**src/rtl/pgm_arb_pkg.sv**
```systemverilog
// rtl/pgm_arb_pkg.sv - shared types, defaults and helpers for the DDRAM read arbiter
//
// Contents:
//   arb_state_e  : arbiter FSM states (ARB_IDLE, ARB_ISSUE, ARB_WAIT, ARB_DONE)
//   DEF_ADDR_W   : default DDRAM word address width
//   DEF_DATA_W   : default DDRAM data width
//   DEF_BE_W     : default byte-enable width
//   BE_ALL       : all-ones byte enable for the default data width
//   rr_next      : wrapping channel index helper used by the round-robin picker

package pgm_arb_pkg;

  typedef enum logic [1:0] {
    ARB_IDLE  = 2'd0,
    ARB_ISSUE = 2'd1,
    ARB_WAIT  = 2'd2,
    ARB_DONE  = 2'd3
  } arb_state_e;

  localparam int DEF_ADDR_W = 29;
  localparam int DEF_DATA_W = 64;
  localparam int DEF_BE_W   = DEF_DATA_W / 8;

  localparam logic [DEF_BE_W-1:0] BE_ALL = '1;

  // Channel that sits 'step' places after 'last', wrapping at n.
  function automatic int rr_next(input int last, input int step, input int n);
    return (last + step) % n;
  endfunction

endpackage

```
**src/rtl/pgm_rr_picker.sv**
```systemverilog
// rtl/pgm_rr_picker.sv - combinational fixed-priority / round-robin winner selection
//
// Ports:
//   req_i    in  NUM_CH  pending requests (already masked by the caller)
//   rr_mode_i in 1       0 = lowest index wins, 1 = first requester after last_i
//   last_i   in  3       index of the most recently completed grant
//   win_o    out 3       winning channel index (0 when nothing is pending)
//   valid_o  out 1       at least one request pending

module pgm_rr_picker
  import pgm_arb_pkg::*;
#(
  parameter int NUM_CH = 3
) (
  input  logic [NUM_CH-1:0] req_i,
  input  logic              rr_mode_i,
  input  logic [2:0]        last_i,
  output logic [2:0]        win_o,
  output logic              valid_o
);

  logic [NUM_CH-1:0] req_sh;

  // Both searches run from the far end towards the preferred end so the
  // last hit (the most preferred channel) is the one that sticks.
  always_comb begin
    win_o   = '0;
    valid_o = 1'b0;
    req_sh  = '0;
    if (!rr_mode_i) begin
      for (int i = NUM_CH - 1; i >= 0; i--) begin
        req_sh = req_i >> i;
        if (req_sh[0]) begin
          win_o   = 3'(i);
          valid_o = 1'b1;
        end
      end
    end else begin
      for (int k = NUM_CH; k >= 1; k--) begin
        req_sh = req_i >> rr_next(int'(last_i), k, NUM_CH);
        if (req_sh[0]) begin
          win_o   = 3'(rr_next(int'(last_i), k, NUM_CH));
          valid_o = 1'b1;
        end
      end
    end
  end

endmodule

```
**src/rtl/pgm_ddram_arb.sv**
```systemverilog
// rtl/pgm_ddram_arb.sv - N-channel DDRAM read arbiter with loader write passthrough
//
// Optional feature macro: PGM_ARB_TIMEOUT_EN (ISSUE/WAIT watchdog, drives ch_err)
//
// Ports:
//   fixed_50m_clk    in   arbiter / DDRAM clock
//   reset_n          in   synchronous active-low reset
//   rr_mode          in   0 = fixed priority, 1 = round robin (used at IDLE arbitration)
//   loader_active    in   download in progress; aborts reads, passes loader to DDRAM
//   loader_we/addr/din/be in  loader write port
//   ch_req           in   per-channel level request (4-phase)
//   ch_addr          in   per-channel word address, ch i at [i*ADDR_W +: ADDR_W]
//   ch_ack           out  per-channel level acknowledge
//   ch_err           out  per-channel timeout flag, valid with ch_ack
//   ch_data          out  read data of last completed transaction
//   grant_id         out  current / last granted channel
//   ddram_rd/we/addr/din/be out DDRAM command port
//   ddram_dout/busy/dout_ready in DDRAM response port

module pgm_ddram_arb
  import pgm_arb_pkg::*;
#(
  parameter int NUM_CH      = 3,
  parameter int ADDR_W      = DEF_ADDR_W,
  parameter int DATA_W      = DEF_DATA_W,
  parameter int TIMEOUT_CYC = 1024,
  localparam int BE_W       = DATA_W / 8
) (
  input  logic                     fixed_50m_clk,
  input  logic                     reset_n,
  input  logic                     rr_mode,
  input  logic                     loader_active,
  input  logic                     loader_we,
  input  logic [ADDR_W-1:0]        loader_addr,
  input  logic [DATA_W-1:0]        loader_din,
  input  logic [BE_W-1:0]          loader_be,
  input  logic [NUM_CH-1:0]        ch_req,
  input  logic [NUM_CH*ADDR_W-1:0] ch_addr,
  output logic [NUM_CH-1:0]        ch_ack,
  output logic [NUM_CH-1:0]        ch_err,
  output logic [DATA_W-1:0]        ch_data,
  output logic [2:0]               grant_id,
  output logic                     ddram_rd,
  output logic                     ddram_we,
  output logic [ADDR_W-1:0]        ddram_addr,
  output logic [DATA_W-1:0]        ddram_din,
  output logic [BE_W-1:0]          ddram_be,
  input  logic [DATA_W-1:0]        ddram_dout,
  input  logic                     ddram_busy,
  input  logic                     ddram_dout_ready
);

  arb_state_e        state_q;
  logic [2:0]        grant_q;
  logic [2:0]        last_q;
  logic [NUM_CH-1:0] gnt_oh_q;
  logic [NUM_CH-1:0] ack_q;
  logic [ADDR_W-1:0] addr_q;
  logic [DATA_W-1:0] data_q;
  logic              rd_q;

  logic [NUM_CH-1:0] pend;
  logic [2:0]        win;
  logic              win_valid;
  logic [NUM_CH-1:0] win_oh;
  logic [ADDR_W-1:0] sel_addr;
  logic              done_rel;
  logic              timeout_hit;

  // A channel already holding ack is still mid-handshake and must not win again.
  assign pend   = ch_req & ~ack_q;
  assign win_oh = NUM_CH'(1) << win;

  // Granted requester has dropped its request: handshake complete.
  assign done_rel = (state_q == ARB_DONE) && ((ch_req & gnt_oh_q) == '0);

  pgm_rr_picker #(
    .NUM_CH (NUM_CH)
  ) u_picker (
    .req_i     (pend),
    .rr_mode_i (rr_mode),
    .last_i    (last_q),
    .win_o     (win),
    .valid_o   (win_valid)
  );

  always_comb begin
    sel_addr = '0;
    for (int i = 0; i < NUM_CH; i++) begin
      if (win == 3'(i)) sel_addr = ch_addr[i*ADDR_W +: ADDR_W];
    end
  end

  always_ff @(posedge fixed_50m_clk) begin
    if (!reset_n) begin
      state_q  <= ARB_IDLE;
      grant_q  <= '0;
      last_q   <= 3'(NUM_CH - 1);
      gnt_oh_q <= '0;
      ack_q    <= '0;
      addr_q   <= '0;
      data_q   <= '0;
      rd_q     <= 1'b0;
    end else if (loader_active) begin
      // Abort whatever is in flight; the requester keeps its request and is
      // served again once the download finishes.
      state_q <= ARB_IDLE;
      ack_q   <= '0;
      rd_q    <= 1'b0;
    end else begin
      case (state_q)
        ARB_IDLE: begin
          if (win_valid) begin
            state_q  <= ARB_ISSUE;
            grant_q  <= win;
            gnt_oh_q <= win_oh;
            addr_q   <= sel_addr;
            rd_q     <= 1'b1;
          end
        end
        ARB_ISSUE: begin
          if (timeout_hit) begin
            state_q <= ARB_DONE;
            data_q  <= '1;
            ack_q   <= gnt_oh_q;
            rd_q    <= 1'b0;
          end else if (!ddram_busy) begin
            state_q <= ARB_WAIT;
            rd_q    <= 1'b0;
          end
        end
        ARB_WAIT: begin
          if (timeout_hit) begin
            state_q <= ARB_DONE;
            data_q  <= '1;
            ack_q   <= gnt_oh_q;
          end else if (ddram_dout_ready) begin
            state_q <= ARB_DONE;
            data_q  <= ddram_dout;
            ack_q   <= gnt_oh_q;
          end
        end
        ARB_DONE: begin
          if (done_rel) begin
            state_q <= ARB_IDLE;
            ack_q   <= '0;
            last_q  <= grant_q;
          end
        end
        default: state_q <= ARB_IDLE;
      endcase
    end
  end

`ifdef PGM_ARB_TIMEOUT_EN
  localparam int CNT_W = $clog2(TIMEOUT_CYC + 1);

  logic [CNT_W-1:0]  cnt_q;
  logic [NUM_CH-1:0] err_q;
  logic              busy_st;

  assign busy_st     = (state_q == ARB_ISSUE) || (state_q == ARB_WAIT);
  assign timeout_hit = busy_st && (cnt_q == CNT_W'(TIMEOUT_CYC - 1));

  always_ff @(posedge fixed_50m_clk) begin
    if (!reset_n || loader_active) begin
      cnt_q <= '0;
      err_q <= '0;
    end else begin
      if (state_q == ARB_IDLE) begin
        cnt_q <= '0;
      end else if (busy_st && !timeout_hit) begin
        cnt_q <= cnt_q + CNT_W'(1);
      end
      if (timeout_hit) begin
        err_q <= gnt_oh_q;
      end else if (done_rel) begin
        err_q <= '0;
      end
    end
  end

  assign ch_err = err_q;
`else
  assign timeout_hit = 1'b0;
  assign ch_err      = '0;

  // Watchdog limit only matters when the watchdog is built in.
  if (TIMEOUT_CYC < 1) begin : g_timeout_cfg_unused
  end
`endif

  assign ch_ack   = ack_q;
  assign ch_data  = data_q;
  assign grant_id = grant_q;

  // Loader port bypasses the FSM combinationally so download timing is
  // dictated purely by the loader.
  assign ddram_rd   = loader_active ? 1'b0 : rd_q;
  assign ddram_we   = loader_active ? loader_we : 1'b0;
  assign ddram_addr = loader_active ? loader_addr : addr_q;
  assign ddram_din  = loader_active ? loader_din : '0;
  assign ddram_be   = loader_active ? loader_be : (rd_q ? {BE_W{1'b1}} : '0);

endmodule
```
**config.mk**
```make
export PLATFORM = sky130hd
export DESIGN_NAME = pgm_ddram_arb
export DESIGN_NICKNAME = d
export VERILOG_FILES = /design/src/rtl/pgm_arb_pkg.sv /design/src/rtl/pgm_rr_picker.sv /design/src/rtl/pgm_ddram_arb.sv
export SDC_FILE = /design/constraint.sdc
export NUM_CORES = 1
export LEC_CHECK = 0
export BUFFER_PORTS_ARGS = -buffer_cell sky130_fd_sc_hd__buf_2
export CORE_AREA = 4 4 167 169
export DETAILED_ROUTE_END_ITERATION = 16
export DIE_AREA = 0 0 171 173
export PLACE_DENSITY = 0.61
export SETUP_SLACK_MARGIN = 0.02
export SLEW_MARGIN = 20
export SYNTH_ARGS = -nofsm -noshare
export SYNTH_HDL_FRONTEND = slang
export SYNTH_SLANG_ARGS = --single-unit
```
**constraint.sdc**
```tcl
create_clock -name fixed_50m_clk -period 8.2 [get_ports fixed_50m_clk]
set_input_delay 0.41 -clock fixed_50m_clk [delete_from_list [all_inputs] [get_ports fixed_50m_clk]]
set_output_delay 0.41 -clock fixed_50m_clk [all_outputs]
set_load 0.01 [all_outputs]
```
==> results.yml, run 1 <==
status:
  status: "finished clean"
yosys:
  syn_avg_cell_area_um2: 7.92
  netlist_instances: 860
  netlist_top_cells_count: "nand2_1 (193), dfxtp_1 (108), a21oi_1 (83), and2_1 (69), inv_1 (58)"
  synth_top_area_share_pct: 31.8
  synth_top_cell_by_area: "dfxtp_1"
  synth-main-ff-cell: "dfxtp_1"
  synth_top_family_by_area: "simple AND/OR/NAND/NOR gates"
  seq_area_frac_synth_pct: 31.8
  post_synth_xor_area_fraction_pct: 1.12
  synth-simple-area-share_pct: 23.7
  synth_cell_types: 73
  synth_adder_area_share_pct: 4.41
  ys_warn_count: 0
  synth_compound_area_share_pct: 20.4
  synthMuxAreaShare_pct: 10.9
  ys_ff_latch: 108
  yosys.cell_count.top_type: "nand2_1"
  synth_edf_count: 0
  synth_area_mm2: 0.00681
  synth.area.top_cells: "dfxtp_1 (32%), nand2_1 (11%), and2_1 (6.3%)"
  synthArstFlopShare_pct: 0
grt:
  grt_pass1_wl_um: 38000
  track_usage_pct: 15.9
  grt_start_max_net_pins: 110
  grt-ovfl-total: 0
  grt_pass1_vias: 7210
  antenna_found_initial: 3
pwr:
  p_comb_share_pct: 21.3
  p_seq_share_pct: 44.0
  netSwitchingFraction_pct: 29.7
  power_switching_mw: 0.379
  vdd_drop_max_v: 0.0000794
  clock_power_share_pct: 34.8
  power.leakage_nw: 4.65
  power.internal_mw: 0.897
  power_density_mw_per_mm2: 134
floorplanning:
  die_x_um: 171
  io_pins: 438
  num_rows: 60
  core_mm2: 0.0266
  start_util_pct: 25.6
  die_h_um: 173
  dieArea_mm2: 0.0296
route:
  routedWlPerCell_um: 15.6
  drc: 0
  first_pass_iters: 7
  antenna_left: 0
  routed_wl_um: 25000
  via_per_inst: 4.66
  vias: 7466
  drtIter0Drc: 408
finish:
  syn2layout_area_growth_pct: 39.5
  postLayoutCoreUtil_pct: 35.7
  fill_cells: 2791
  drive_gt1_share_pct: 42.0
  finalNonFillerCells: 1602
  final_area_mm2: 0.00950
  nets: 1541
cts:
  cts_tree: "built"
  numCtsBuffers: 9
  insertion_delay_ps: 360
  cts_resized: 0
  cts_setup_buffers: 0
  clkSlewWorstSetupHoldPaths_ps: 90
  clock-sinks: 108
  cts_root_buf: "clkbuf_16"
  cts_buffer_depth: 2
  cts_hold_buf: 0
  htreeDepth: 3
setup_path:
  critical_path_class: "register to register"
  critical_path_required_ps: 8440
  critPathMaxStageDelay_ps: 820
  critPathMaxFanout: 28
  critPathMostFrequentCell: "ha_1"
  crit_slowest_cell: "nand4_2"
  crit_path_end_kind: "register"
  cp.arrival_ps: 6080
  crit_chain: "ha_1, nand2_1, inv_1, ha_1, nand3_1, nor2_1, a2bb2oi_1, xnor2_1, ha_1, inv_1, o31ai_1, nor3_1, nor2_1, a211oi_1, a2111o_1, and2_1, nand4_2, o221ai_1"
  cp-start-kind: "register"
timing:
  skew_ps: 14.9
  worstMarginPinSlew_ps: 1070
  min_period_ps: 5840
  min_period_over_period_pct: 71.2
  rsz0062_at_grt: "false"
  hold_violations: 0
  finalSetupTns_ps: 0
  relSlewSlack_pct: 28.5
  max_freq_mhz: 171
  setup_viol_count_final: 0
  timing.hold.ws_ps: 278
  maxSlewViolCount: 0
placed_design:
  dp_hpwl_um: 19500
  place.port_buffers: 434
  gp_congestion: 0.868
  dp_cells: 1585
  placed_area_mm2: 0.00919
hold_path:
  hold_path_class: "input port to register"
job:
  cap_violations: 0
worst paths after layout:
path | from | end | slack, ps | cells past startpoint
worst max-delay path | last_q[2] | addr_q[0] | 2360 | 18
worst min-delay path | ddram_dout[50] | ch_data[50] | 280 | 3
worst max register to register | last_q[2] | addr_q[0] | 2360 | 18
worst min register to register | ch_data[1] | ch_data[1] | 450 | 2
registers in the layout (all words and copies together) (netlist names):
name / cells
ch_ack: 3
gnt_oh_q: 3
rd_q: 1
grant_id: 3
ch_data: 64
addr_q: 29
state_q: 2
last_q: 3
power groups by stage:
stage | registers, mW | logic [mW] | clock network, mW
after floorplan | 0.569 | 0.151 | 0
after global placement | 0.574 | 0.271 | 0
after detailed placement | 0.573 | 0.273 | 0
after CTS | 0.562 | 0.274 | 0.465
after global routing | 0.564 | 0.300 | 0.485
final | 0.561 | 0.271 | 0.444
cell type report:
type	count	area, µm²	share of cell area, %
Inverter	62	235	2.48
Clock inverter	7	78.8	0.830
Multi-Input combinational cell	634	4150	43.7
Timing Repair Buffer	440	2220	23.4
Clock buffer	9	225	2.37
Antenna cell	1	2.50	0.0264
Sequential cell	108	2160	22.8
Tap cell	341	427	4.49
through the flow:
step | setup WS (ps) | power (mW)
2_1_floorplan | 3130 | 0.721
3_3_place_gp | 2570 | 0.844
3_5_place_dp | 2350 | 0.846
4_1_cts | 2370 | 1.30
5_1_grt | 1770 | 1.35
6_report | 2360 | 1.28
critical path, delay by kind of cell (launching register included):
| family | cells | cell delay, ps |
|---|---|---|
| AOI/OAI and AO/OA | 5 | 1780 |
| xor gates and xnor gates | 1 | 190 |
| DFF | 1 | 580 |
| buffers and inverters | 2 | 210 |
| and+or+nand+nor | 7 | 2050 |
| adders and majority gates | 3 | 900 |
placed cells by master, fill, tap and decap left out, drive strengths merged, types with 2 or more instances in the layout:
cell / Yosys / layout
a211o: 3 / 3
a211oi: 7 / 7
a21boi: 3 / 3
a21o: 3 / 3
a21oi: 84 / 84
a221oi: 2 / 2
a311o: 2 / 2
a31o: 2 / 2
a31oi: 8 / 8
a41oi: 2 / 2
and2: 69 / 69
and3: 2 / 2
buf: 18 / 440
clkbuf: 40 / 9
clkinv: 1 / 4
conb: 1 / 3
dfxtp: 108 / 108
ha: 24 / 24
inv: 61 / 65
mux2: 32 / 32
mux2i: 38 / 38
nand2: 193 / 193
nand2b: 5 / 5
nand3: 5 / 5
nand3b: 3 / 3
nand4: 6 / 6
nor2: 17 / 17
nor2b: 9 / 9
nor3: 14 / 14
nor3b: 2 / 2
o211a: 2 / 2
o211ai: 2 / 2
o21ai: 14 / 14
o21bai: 3 / 3
o221ai: 29 / 29
o22ai: 5 / 5
o311ai: 3 / 3
o31ai: 4 / 4
or3: 8 / 8
xnor2: 6 / 6
cell families (layout without fill, tap and decap cells):
| kind of cell | count (synthesis) | in the layout |
|---|---|---|
| DFF | 108 | 108 |
| AOI/OAI and AO/OA | 191 | 191 |
| adders and majority gates | 24 | 24 |
| buffers and inverters | 120 | 518 |
| other | 1 | 4 |
| muxes | 70 | 70 |
| xor gates and xnor gates | 7 | 7 |
| and+or+nand+nor | 339 | 339 |
layer usage:
| layer | GRT usage [%] | part of all wire [%] | up-vias |
|---|---|---|---|
| met2 | 27.1 | 49 | 277 |
| li1 | - | - | 3732 |
| met1 | 19.6 | 41 | 3423 |
| met4 | 4.32 | 1.7 | 2 |
| met3 | 4.62 | 8.1 | 32 |
| met5 | 0 | 0.028 | - |
Note: power is estimated with default switching activity, not from simulation.
==> inputs of run 2 (changes only) <==
--- a/config.mk
+++ b/config.mk
@@ -5,11 +5,12 @@
 export SDC_FILE = /design/constraint.sdc
 export NUM_CORES = 1
 export LEC_CHECK = 0
+export ABC_AREA = 1
 export BUFFER_PORTS_ARGS = -buffer_cell sky130_fd_sc_hd__buf_2
-export CORE_AREA = 4 4 167 169
+export CORE_AREA = 4 4 168 170
 export DETAILED_ROUTE_END_ITERATION = 16
-export DIE_AREA = 0 0 171 173
-export PLACE_DENSITY = 0.61
+export DIE_AREA = 0 0 172 174
+export PLACE_DENSITY = 0.65
 export SETUP_SLACK_MARGIN = 0.02
 export SLEW_MARGIN = 20
 export SYNTH_ARGS = -nofsm -noshare
==> constraint.sdc (replaced) <==
create_clock -name fixed_50m_clk -period 5.1 [get_ports fixed_50m_clk]
set_input_delay 0.255 -clock fixed_50m_clk [delete_from_list [all_inputs] [get_ports fixed_50m_clk]]
set_output_delay 0.255 -clock fixed_50m_clk [all_outputs]
set_load 0.01 [all_outputs]
==> run 2 against run 1 <==
Register-to-register slack got worse by 1800 ps. Non-clock buffer count up 3. Sequential power is 74% higher. Worst hold slack got worse by 130 ps. Critical endpoint is now addr_q[6]. Largest cell class unchanged. Largest power group is now combinational logic.
==> results.yml, run 2 <==
finish:
  syn2layout_area_growth_pct: 36.3
  finalNonFillerCells: 1965
  drive_gt1_share_pct: 33.1
  fill_cells: 2919
  largest_reg_flops: 64
  nets: 1903
  multiInputGateArea_mm2: 0.00429
  seqCellArea_mm2: 0.00216
  final_common_cell: "buf_2"
  postLayoutCoreUtil_pct: 37.6
  final_cell_mix: "buf_2 (433), nand2_1 (360), nor2_1 (164)"
floorplanning:
  dieArea_mm2: 0.0299
  die_h_um: 174
  io_pins: 438
  core_mm2: 0.0267
  num_rows: 60
  die_x_um: 172
  start_util_pct: 27.6
route:
  first_pass_iters: 7
  antenna_left: 0
  routedWlPerCell_um: 14.8
  vias: 9046
  via_per_inst: 4.60
  drtIter0Drc: 514
  routed_wl_um: 29100
  drc: 0
grt:
  grt-ovfl-total: 0
  grt_pass1_vias: 8442
  antenna_found_initial: 4
  grt_start_max_net_pins: 75
  grt_pass1_wl_um: 44400
  track_usage_pct: 18.3
yosys:
  synth_edf_count: 0
  netlist_instances: 1222
  synth_top_area_share_pct: 29.3
  synth_area_mm2: 0.00737
  synth_cell_types: 40
  synth.area.top_cells: "dfxtp_1 (29%), nand2_1 (18%), nor2_1 (8.4%)"
  synth-main-ff-cell: "dfxtp_1"
  netlist_top_cells_count: "nand2_1 (360), nor2_1 (164), inv_1 (156), dfxtp_1 (108), nand3_1 (91)"
  synth_top_cell_by_area: "dfxtp_1"
  ys_warn_count: 0
  syn_avg_cell_area_um2: 6.03
  ys_ff_latch: 108
  yosys.cell_count.top_type: "nand2_1"
  synthArstFlopShare_pct: 0
  seq_area_frac_synth_pct: 29.3
placed_design:
  place.port_buffers: 434
  gp_congestion: 0.914
  dp_cells: 1947
  dp_hpwl_um: 22800
setup_path:
  cp-start-kind: "register"
  critical_path_class: "register to register"
  critPathMaxFanout: 14
  crit_path_end_kind: "register"
  critical_path_required_ps: 5290
  cp.arrival_ps: 4710
cts:
  htreeDepth: 3
  cts_tree: "built"
  insertion_delay_ps: 360
  clkSlewWorstSetupHoldPaths_ps: 90
  clock-sinks: 108
  cts_root_buf: "clkbuf_16"
  numCtsBuffers: 9
  cts_buffer_depth: 2
pwr:
  power_density_mw_per_mm2: 274
  power.leakage_nw: 5.92
  vdd_drop_max_v: 0.000130
job:
  cap_violations: 0
timing:
  max_freq_mhz: 221
  rsz0062_at_grt: "false"
  min_period_over_period_pct: 88.6
  timing.hold.ws_ps: 146
  hold_violations: 0
  min_period_ps: 4520
  finalSetupTns_ps: 0
  maxSlewViolCount: 0
  setup_viol_count_final: 0
  relSlewSlack_pct: 29.1
  worstMarginPinSlew_ps: 1060
  skew_ps: 11.1
status:
  status: "finished clean"
hold_path:
  hold_path_class: "input port to register"
## run 2: cell types whose count changed after synthesis, sizes merged, moves of 8 or more
cell	before	now
inv	61	168
and2	69	0
mux2i	38	0
nand2	193	381
a21oi	84	66
nor2	17	171
o221ai	29	0
nor2b	9	0
mux2	32	0
nand3	5	106
nand4	6	17
nor3	14	6
o21ai	14	92
## run 2: report_power, final
group | internal, mW | total, mW | switching [mW]
combinational | 0.398 | 1.07 | 0.671
clock | 0.344 | 0.714 | 0.370
sequential | 0.929 | 0.975 | 0.0458
total | 1.67 | 2.76 | 1.09
## run 2: repair_timing
item | 4_1_cts | 5_1_grt
hold buffers | 0 | 0
setup endpoints to repair | 0 | 6
gates resized for setup | 0 | 2
buffers inserted | 0 | 0
## run 2: kinds of logic (layout without fill, tap and decap cells)
logic type | Yosys count | in the layout | synth area share, %
compound gates | 170 | 170 | 12.9
fa+ha+maj | 24 | 24 | 4.07
buf+inv | 231 | 629 | 12.8
flops | 108 | 108 | 29.3
other cells | 1 | 5 | 0.0509
simple gates | 688 | 688 | 40.8
## run 2: worst max-delay path: stages, from the launching register on
cell and delay (ps):
dfxtp_1 460, inv_1 180, ha_1 350, nor2_1 160, nand3_2 110, nand2_1 110, nand4_1 80, nand2_1 170
inv_1 60, ha_1 200, ha_1 200, nor2_1 160, inv_1 70, o21ai_2 110, inv_1 130, nand2_1 90
nand2_1 80, o21ai_0 190, nand3_1 120, nor2_2 180, nor2_1 60, nand2_1 80, nand3_2 100, a21oi_4 390
buf_4 270, nand3_1 90, nand2_1 60, a21oi_1 50
## run 2: area by class of cell
class	count	area share (%)
well taps	341	4.24
flip-flops and latches	108	21.5
repair buffers	443	22.3
multi-input cells	885	42.7
diodes	2	0.0498
clock inverters	6	0.560
clock buffers	10	2.28
inverters	170	6.37
## run 2: final timing paths
path,from,to,slack [ps],depth (start not counted)
worst max register to register,last_q[1],addr_q[6],580,27
worst max-delay path,last_q[1],addr_q[6],580,27
worst min-delay path,ddram_dout[52],ch_data[52],150,3
worst min register to register,addr_q[25],addr_q[25],470,2
## run 2: metrics by stage
stage	area, µm²	worst slack (ps)	power (mW)
after floorplan	7380	1530	1.71
after global placement	9750	659	2.05
after detailed placement	9750	581	2.06
after CTS	10000	565	2.79
after global routing	10000	82.7	2.97
final	10100	581	2.76
## run 2: metal layers
layer / up-vias / track usage [%] / routed length, µm
li1: 4592 / - / -
met1: 4031 / 22.8 / 12300
met2: 392 / 31.8 / 13900
met3: 25 / 4.73 / 2690
met4: 6 / 3.67 / 254
met5: - / 0 / 41
==> inputs of run 3 (changes only) <==
--- a/config.mk
+++ b/config.mk
@@ -7,10 +7,13 @@
 export LEC_CHECK = 0
 export ABC_AREA = 1
 export BUFFER_PORTS_ARGS = -buffer_cell sky130_fd_sc_hd__buf_2
-export CORE_AREA = 4 4 168 170
+export CELL_PAD_IN_SITES_DETAIL_PLACEMENT = 1
+export CELL_PAD_IN_SITES_GLOBAL_PLACEMENT = 1
+export CORE_ASPECT_RATIO = 0.7
+export CORE_MARGIN = 4
+export CORE_UTILIZATION = 26
 export DETAILED_ROUTE_END_ITERATION = 16
-export DIE_AREA = 0 0 172 174
-export PLACE_DENSITY = 0.65
+export PLACE_DENSITY = 0.87
 export SETUP_SLACK_MARGIN = 0.02
 export SLEW_MARGIN = 20
 export SYNTH_ARGS = -nofsm -noshare
==> run 3 against run 2 <==
Clock skew rose by 2.4 ps. Combinational power rose by 6%. Final cell count rose by 1.6%. Register-to-register slack got worse by 70 ps. Critical path depth rose by 2. Clock power rose by 9.9%. Die area rose by 4.1%.
==> results.yml, run 3 (same netlist as run 2, synthesis figures left out) <==
route:
  routed_wl_um: 34300
  via_per_inst: 4.68
  drc: 0
  first_pass_iters: 5
  vias: 9334
  routedWlPerCell_um: 17.2
  drtIter0Drc: 499
  antenna_left: 0
timing:
  setup_viol_count_final: 0
  rsz0062_at_grt: "false"
  maxSlewViolCount: 0
  hold_violations: 0
  worstMarginPinSlew_ps: 958
  max_freq_mhz: 218
  skew_ps: 13.5
  relSlewSlack_pct: 36.0
  finalSetupTns_ps: 0
  min_period_ps: 4590
  min_period_over_period_pct: 90.1
finish:
  nets: 1906
  final_cell_mix: "buf_2 (433), nand2_1 (360), nor2_1 (164)"
  syn2layout_area_growth_pct: 37.7
  largest_reg_flops: 64
  final_common_cell: "buf_2"
  drive_gt1_share_pct: 33.3
  antenna_cells: 0
  final_area_mm2: 0.0101
pwr:
  clock_power_share_pct: 27.2
  vdd_drop_max_v: 0.000180
  power_switching_mw: 1.15
  power_density_mw_per_mm2: 284
  p_seq_share_pct: 33.7
  power.leakage_nw: 5.95
  power.internal_mw: 1.74
  p_comb_share_pct: 39.1
  netSwitchingFraction_pct: 39.8
cts:
  htreeDepth: 3
  clkSlewWorstSetupHoldPaths_ps: 90
  cts_buffer_depth: 2
  clock-sinks: 108
  cts_tree: "built"
  cts_hold_buf: 0
  cts_resized: 0
  cts_root_buf: "clkbuf_16"
  numCtsBuffers: 9
  cts_setup_buffers: 0
  insertion_delay_ps: 370
floorplanning:
  io_pins: 438
  dieArea_mm2: 0.0312
  die_h_um: 149
  start_util_pct: 26.4
  num_rows: 51
  core_mm2: 0.0279
  die_x_um: 209
setup_path:
  crit_slowest_cell: "dfxtp_1"
  crit_path_end_kind: "register"
  critical_path_required_ps: 5390
  critical_path_class: "register to register"
  critPathMostFrequentCell: "nand2_1"
  critPathMaxFanout: 17
  cp-start-kind: "register"
  worst-r2r-cell-count: 29
  cp.arrival_ps: 4890
  critPathMaxStageDelay_ps: 580
grt:
  grt_start_max_net_pins: 84
  antenna_found_initial: 4
  grt_pass1_vias: 9711
  track_usage_pct: 20.9
  grt_pass1_wl_um: 52300
  grt-ovfl-total: 0
hold_path:
  hold_path_class: "input port to register"
  hold_depth: 3
placed_design:
  gp_congestion: 1.02
  placed_area_mm2: 0.00983
  dp_hpwl_um: 28200
  place.port_buffers: 434
status:
  status: "finished clean"
job:
  cap_violations: 0
## run 3: power by group through the flow
stage | registers [mW] | clock network [mW] | logic (mW)
5_1_grt | 0.983 | 0.848 | 1.26
3_3_place_gp | 0.989 | 0 | 1.09
6_report | 0.973 | 0.785 | 1.13
4_1_cts | 0.973 | 0.808 | 1.13
3_5_place_dp | 0.992 | 0 | 1.13
2_1_floorplan | 0.994 | 0 | 0.716
## run 3: final cells by class
cell class	instances	area (µm²)
clock buffers	9	225
clock inverters	7	97.6
fillers	3799	17700
inverters	170	641
multi-input cells	885	4280
flip-flops and latches	108	2160
well taps	371	464
repair buffers	446	2280
## run 3: routing by layer
layer	global-route usage, %	routed length, µm
met3	6.24	2620
met4	6.59	1080
met2	35.9	16300
met1	25.2	14300
met5	0	41
## run 3: per-stage QoR
| step | worst slack [ps] | util (%) | cells | total power [mW] | hold slack [ps] |
|---|---|---|---|---|---|
| after floorplan | 1530 | - | 1224 | 1.71 | 422 |
| after global placement | 726 | 35.2 | 1980 | 2.08 | 453 |
| after detailed placement | 518 | 35.2 | 1980 | 2.12 | 458 |
| after CTS | 506 | 36.4 | 1996 | 2.91 | 123 |
| after global routing | 38.7 | 36.4 | 1996 | 3.09 | 138 |
| final | 507 | 36.4 | 1996 | 2.89 | 126 |
## run 3: worst paths after layout
path                                     start     endpoint  slack [ps]
worst min-delay path            ddram_dout[44]  ch_data[44]         130
worst max-delay path                 last_q[0]  gnt_oh_q[1]         510
worst max register to register       last_q[0]  gnt_oh_q[1]         510
worst min register to register      addr_q[13]   addr_q[13]         470
## run 3: worst max-delay path, delay by kind of cell, from the launching register on
family / cells / cell delay (ps)
AOI/OAI and AO/OA: 2 / 300
adders and majority gates: 3 / 910
DFF: 1 / 580
and+or+nand+nor: 18 / 1790
buffers and inverters: 6 / 920
